[config.mk]
export PLATFORM = sky130hd
export DESIGN_NAME = fetch_decode
export DESIGN_NICKNAME = d
export VERILOG_FILES = /design/src/rtl/fetch_decode.sv
export SDC_FILE = /design/constraint.sdc
export NUM_CORES = 1
export LEC_CHECK = 0
export CAP_MARGIN = 20
export CELL_PAD_IN_SITES_DETAIL_PLACEMENT = 0
export CELL_PAD_IN_SITES_GLOBAL_PLACEMENT = 1
export CORE_AREA = 3 3 160 162
export DETAILED_ROUTE_END_ITERATION = 8
export DIE_AREA = 0 0 163 165
export PLACE_DENSITY_LB_ADDON = 0.1
export RECOVER_POWER = 25
export SETUP_SLACK_MARGIN = 0.4
export SLEW_MARGIN = 20
export SYNTH_ARGS = -nofsm -noshare
export SYNTH_HDL_FRONTEND = slang
export SYNTH_SLANG_ARGS = --single-unit
[constraint.sdc]
create_clock -name clock -period 3.5 [get_ports clock]
set_input_delay 0.7 -clock clock [delete_from_list [all_inputs] [get_ports clock]]
set_output_delay 0.7 -clock clock [all_outputs]
set_load 0.005 [all_outputs]
[src/rtl/fetch_decode.sv]
// Instruction fetch with a one-entry IR plus one-entry skid buffer, feeding field decode.
// Optional performance counters are enabled by defining FETCH_DECODE_PERF_EN.
module fetch_decode #(
    parameter logic [31:0] RESET_PC = 32'h0000_0000
) (
    input  logic        clock,
    input  logic        reset,
    input  logic        stall,
    input  logic        flush,
    input  logic        branch_taken,
    input  logic [31:0] branch_target,
    output logic        imem_req,
    output logic [31:0] imem_addr,
    input  logic        imem_ack,
    input  logic [31:0] imem_data,
    output logic        instr_valid,
    output logic [31:0] pc_out,
    output logic [4:0]  opcode,
    output logic [4:0]  rd,
    output logic [4:0]  rs,
    output logic [4:0]  rt,
    output logic [16:0] entrada,
    output logic [17:0] entIn,
    output logic        sel
`ifdef FETCH_DECODE_PERF_EN
    ,
    output logic [31:0] perf_fetches,
    output logic [31:0] perf_stalls
`endif
);

    typedef enum logic [1:0] {
        IDLE,
        REQ,
        DISCARD
    } state_t;

    state_t      state;
    logic [31:0] pc;
    logic [31:0] ir_data;
    logic [31:0] ir_pc;
    logic        ir_valid;
    logic [31:0] sk_data;
    logic [31:0] sk_pc;
    logic        sk_valid;

    logic        redirect;
    logic        ack_take;
    logic        to_ir;

    // NOTE: every signal written in always_comb is assigned on every path, so no latch is inferred.
    always_comb begin
        redirect = flush | branch_taken;
        ack_take = (state == REQ) && imem_ack && !redirect;
        to_ir    = !ir_valid || !stall;
    end

    // NOTE: all state below uses non-blocking assignments so every register samples pre-edge values.
    always_ff @(posedge clock) begin
        if (reset) begin
            state     <= IDLE;
            pc        <= RESET_PC;
            imem_req  <= 1'b0;
            imem_addr <= RESET_PC;
            ir_data   <= '0;
            ir_pc     <= '0;
            ir_valid  <= 1'b0;
            sk_data   <= '0;
            sk_pc     <= '0;
            sk_valid  <= 1'b0;
        end else begin
            // Instruction holding: redirect kills everything, else IR/SK advance.
            if (redirect) begin
                ir_valid <= 1'b0;
                sk_valid <= 1'b0;
            end else if (ack_take) begin
                if (to_ir) begin
                    ir_data  <= imem_data;
                    ir_pc    <= imem_addr;
                    ir_valid <= 1'b1;
                end else begin
                    sk_data  <= imem_data;
                    sk_pc    <= imem_addr;
                    sk_valid <= 1'b1;
                end
            end else if (!stall) begin
                if (sk_valid) begin
                    ir_data  <= sk_data;
                    ir_pc    <= sk_pc;
                    ir_valid <= 1'b1;
                    sk_valid <= 1'b0;
                end else begin
                    ir_valid <= 1'b0;
                end
            end

            case (state)
                IDLE: begin
                    if (branch_taken) begin
                        pc        <= branch_target;
                        imem_addr <= branch_target;
                    end else if (!flush && !(ir_valid && stall)) begin
                        state    <= REQ;
                        imem_req <= 1'b1;
                    end
                end
                REQ: begin
                    if (redirect) begin
                        if (branch_taken) pc <= branch_target;
                        if (imem_ack) begin
                            state     <= IDLE;
                            imem_req  <= 1'b0;
                            imem_addr <= branch_taken ? branch_target : pc;
                        end else begin
                            // Address stays put until the outstanding request is answered.
                            state <= DISCARD;
                        end
                    end else if (imem_ack) begin
                        pc        <= pc + 32'd4;
                        imem_addr <= pc + 32'd4;
                        if (!to_ir) begin
                            state    <= IDLE;
                            imem_req <= 1'b0;
                        end
                    end
                end
                DISCARD: begin
                    if (branch_taken) pc <= branch_target;
                    if (imem_ack) begin
                        state     <= IDLE;
                        imem_req  <= 1'b0;
                        imem_addr <= branch_taken ? branch_target : pc;
                    end
                end
                default: begin
                    state    <= IDLE;
                    imem_req <= 1'b0;
                end
            endcase
        end
    end

`ifdef FETCH_DECODE_PERF_EN
    always_ff @(posedge clock) begin
        if (reset) begin
            perf_fetches <= '0;
            perf_stalls  <= '0;
        end else begin
            if (ack_take) perf_fetches <= perf_fetches + 32'd1;
            if (stall && ir_valid) perf_stalls <= perf_stalls + 32'd1;
        end
    end
`endif

    assign instr_valid = ir_valid;
    assign pc_out      = ir_pc;
    assign opcode      = ir_data[31:27];
    assign rd          = ir_data[26:22];
    assign rs          = ir_data[21:17];
    assign rt          = ir_data[16:12];
    assign entrada     = ir_data[16:0];
    assign entIn       = ir_data[17:0];
    assign sel         = ir_data[31];

endmodule

==> run summary <==
The flow ran to the end, and the final reports show no timing, DRC or antenna violations. Counting flops and latches in the post-synthesis netlist gives 197. The number of DRC violations after detailed-routing iteration 0 came out at 892. The slew at the pin closest to its max-slew limit is 0.995 ns. In this run the power density over the cells is around 630 mW/mm^2. The final critical-path required period is 3.01 ns. The post-synthesis cell type count came out at 76. Yosys attributes the largest share of cell area to sky130_fd_sc_hd__dfxtp_1, sky130_fd_sc_hd__nand2_1, sky130_fd_sc_hd__a311oi_1.

The headroom to the max-slew limit came out at 33.7%. The post-route netlist has 7.05% of its cells at a drive strength greater than 1. The post-place instance area is roughly 0.012 sq mm.

For this run, design rule violations remaining after detail routing come to 0. The total wirelength of the detailed-routed design came out at approximately 32,000 um. Summing all multi-input logic gate instances after layout gives 0.00531 sq mm. The worst setup path is of the primary input to register kind. Global routing consumed, on the met3 layer, under 10% of the routing resources. Counting every net in the synthesized netlist gives 1,371.

The total power after layout came out at 7.85 mW. Entering global routing, the biggest net connects 87 pins. Setup repair after global routing left no endpoint under its margin. The type of element launching the critical path is a primary input. The worst-case hold slack came out at 0.456 ns. The total of warnings raised by yosys came out at 0. The worst path uses 85.9% of the clock period. The number of antenna violations at the first check in global routing came out at 1. The clock insertion delay at the later pin of the skew report is between 0.4 and 0.5 ns. The cell with the most instances after synthesis is sky130_fd_sc_hd__nand2_1.

The global-route met2 utilization came out at between 30% and 40%. The setup TNS is 0 ns. The met1 global-route usage came out at 31.9%. TritonCTS built the clock tree. After routing the design area is 0.0125 sq mm. Data on the critical path arrives at its endpoint at 3.35 ns. The data required time at the worst endpoint came out at 3.85 ns. The count of pins over their slew limit is 0. Setup violations remaining at the end of the flow were counted as 0. The first-pass GRT wire length is about 50,000 um.

The standard-cell row count came out at 57. The final setup skew came out at between 0.015 and 0.02 ns. The area occupied by registers is about 0.004 sq mm. The number of port buffers is approximately 190.

In this run, post-CTS hold repair placed 0 buffers. The achievable clock frequency came out at 333 MHz. The area enclosed by the die boundary is around 0.027 sq mm. The dominant synthesized flop cell is sky130_fd_sc_hd__dfxtp_1.

The maximum buffer depth of the clock tree is 2. The core box area is 0.0242 sq mm. The peak per-stage delay on the critical path is 0.65 ns. Once the floorplan was initialized, standard cells occupied between 40% and 50% of the core. The area overhead of the layout relative to synthesis came out at 26.8%. The count of buffers added by post-CTS timing repair for setup is 0. The boundary pin count came out at 192. The pre-antenna-repair detailed-routing pass consisted of 7 iterations. The leakage power summed over all cells is 4.24 nW. Across the run, the number of max-cap violations was 0.

Once detail routing completed, the nets flagged for antenna violations numbered 0. The number of failing hold endpoints at the final stage is 0. The remaining global-route overflow is 0. The total via count in the routed design is 9,683. The number of buffers and inverters on the critical path is 3.

The top cell type's share of synthesized area is 39.9%. Along the worst path, the maximum fanout reaches 18. In this run the cell area of the synthesized design comes to 0.00990 sq mm. By instance count, the cell type seen most on the critical path is sky130_fd_sc_hd__clkbuf_1. Using the TritonRoute via totals, the vias-per-cell ratio works out to 5.56.

STA classifies the critical path endpoint as a register. The cell with the largest stage delay on the worst path is sky130_fd_sc_hd__clkbuf_1. The mean instance size in the synthesized netlist came out at 7.64 sq um. The number of global-route vias before repair is 8,829. The worst-case vdd ir drop came out at 389 uV. The count of instances resized after the clock tree is built came out at 0. The number of enable flip-flop cells after synthesis came out at 0. The number of CTS-inserted buffers came out at 17. The tree built by TritonCTS fans out to 197 sinks. The path class of the tightest hold or removal check is register to register.

The root buffer cell chosen for the clock tree is sky130_fd_sc_hd__clkbuf_16. The sum of net half-perimeters after detailed placement is about 21,000 um. The total of fill cells in the finished design came out at 2,411. The fraction of registers with async set/reset came out at 0%.

The library cell occupying the most area in the post-synthesis netlist is sky130_fd_sc_hd__dfxtp_1. In the synthesized netlist, the number of instances is 1,296. The share of synthesized area occupied by flip-flops and latches came out at 39.9%. The H-tree was split into 4 levels. The final core area utilization is 51.7%. The total global routing track utilization came out at 23.3%. The die width came out at ~160 um. The largest delay contributor family on the critical path is buffers and inverters. After detailed routing, the average wire length per cell comes to 18.3 um. The weighted congestion at the end of routability-driven global placement is 0.859. The height of the die is 165 um. By count the netlist is led by sky130_fd_sc_hd__nand2_1, sky130_fd_sc_hd__dfxtp_1, sky130_fd_sc_hd__nor2_1, sky130_fd_sc_hd__a21oi_1, sky130_fd_sc_hd__clkbuf_1. The global routing stage identified its most utilized layer as met2. The register clock-pin slew on the reported worst setup and hold paths is roughly 0.080 ns. The final layout net count came out at 1,480. The critical path goes through clkbuf_1, clkbuf_1, inv_1, a21oi_2, a21oi_1, a211oi_1.
-- power by group --
group          internal [mW]  total [mW]  switching (mW)  leakage (nW)
Sequential              2.56        3.11           0.557          1.60
Clock                  0.981        1.96           0.980         0.288
Combinational           1.20        2.77            1.57          2.35
-- flip-flops by register name, summed over array words and instances (netlist names), 2 cells and up --
signal	cells
imem_addr	32
pc	32
sk_data	32
state	2
ir_data	32
pc_out	32
sk_pc	32
-- logic make-up after synthesis --
logic type / Yosys count / synth area share [%]
flip-flops: 197 / 39.9
AO/OA/AOI/OAI: 372 / 25.5
multiplexers: 23 / 2.41
adder cells (fa/ha/maj): 5 / 0.632
buffers and inverters: 155 / 7.11
XOR/XNOR: 13 / 1.15
AND/OR/NAND/NOR: 531 / 23.4
-- tightest hold or removal path: cells and delay by family, from the launching register on --
| family | cells | cell delay [ns] |
|---|---|---|
| simple gates | 1 | 0.05 |
| flops | 1 | 0.31 |
| compound gates | 1 | 0.05 |
-- routing by layer --
metal | wire length, um | share of wire, %
met1 | 14300 | 45
met3 | 2120 | 6.7
met5 | 0 | 0
met4 | 661 | 2.1
met2 | 14800 | 46
-- cell usage in the layout, fill, tap and decap left out, types with 5 or more instances in the layout --
cell / netlist / final
sky130_fd_sc_hd__ha_1: 5 / 5
sky130_fd_sc_hd__nor2_1: 111 / 108
sky130_fd_sc_hd__a31oi_1: 9 / 9
sky130_fd_sc_hd__inv_6: 0 / 5
sky130_fd_sc_hd__clkbuf_16: 0 / 17
sky130_fd_sc_hd__and2_1: 6 / 6
sky130_fd_sc_hd__o32ai_1: 7 / 7
sky130_fd_sc_hd__buf_4: 25 / 32
sky130_fd_sc_hd__inv_1: 16 / 16
sky130_fd_sc_hd__o21a_1: 6 / 5
sky130_fd_sc_hd__xnor2_1: 6 / 6
sky130_fd_sc_hd__a221oi_1: 9 / 9
sky130_fd_sc_hd__nand3_1: 16 / 15
sky130_fd_sc_hd__a311oi_1: 67 / 67
sky130_fd_sc_hd__clkdlybuf4s50_1: 0 / 112
sky130_fd_sc_hd__o211ai_1: 10 / 10
sky130_fd_sc_hd__a32oi_1: 5 / 5
sky130_fd_sc_hd__o221ai_1: 8 / 8
sky130_fd_sc_hd__nand4_1: 9 / 9
sky130_fd_sc_hd__a21oi_1: 107 / 107
sky130_fd_sc_hd__a22oi_1: 12 / 12
sky130_fd_sc_hd__or4_1: 5 / 5
sky130_fd_sc_hd__xor2_1: 7 / 7
sky130_fd_sc_hd__o21ai_0: 62 / 62
sky130_fd_sc_hd__nor3_1: 18 / 17
sky130_fd_sc_hd__o22ai_1: 12 / 12
sky130_fd_sc_hd__or2_2: 5 / 5
sky130_fd_sc_hd__a21o_1: 9 / 9
sky130_fd_sc_hd__mux2i_1: 16 / 16
sky130_fd_sc_hd__a211oi_1: 11 / 11
sky130_fd_sc_hd__dfxtp_1: 197 / 197
sky130_fd_sc_hd__dlygate4sd3_1: 0 / 77
sky130_fd_sc_hd__nor4_1: 10 / 9
sky130_fd_sc_hd__mux2_2: 7 / 7
sky130_fd_sc_hd__nand2_1: 316 / 316
-- path summary, 6_finish.rpt --
| kind | from | endpoint | slack (ns) | cells past startpoint |
|---|---|---|---|---|
| setup / recovery | branch_taken | pc[10] | 0.49 | 6 |
| hold / removal | sk_data[24] | sk_data[24] | 0.46 | 2 |
| setup reg to reg | pc[2] | pc[24] | 0.91 | 6 |
| hold reg to reg | sk_data[24] | sk_data[24] | 0.46 | 2 |
-- area by class of cell --
cell class,count,area share (%)
diodes,1,0.0199
clock buffers,18,3.50
clock inverters,14,1.23
inverters,17,0.509
multi-input cells,944,42.3
flip-flops and latches,197,31.4
well taps,324,3.23
repair buffers,228,17.8
-- per-stage QoR --
| step | instances | setup slack [ns] |
|---|---|---|
| 6_report | 1743 | 0.494 |
| 5_1_grt | 1743 | 0.391 |
| 4_1_cts | 1742 | 0.908 |
| 3_5_place_dp | 1710 | 0.445 |
| 3_3_place_gp | 1710 | 0.526 |
| 2_1_floorplan | 1296 | 1.21 |
No activity file was read; power rests on OpenSTA's default activity.
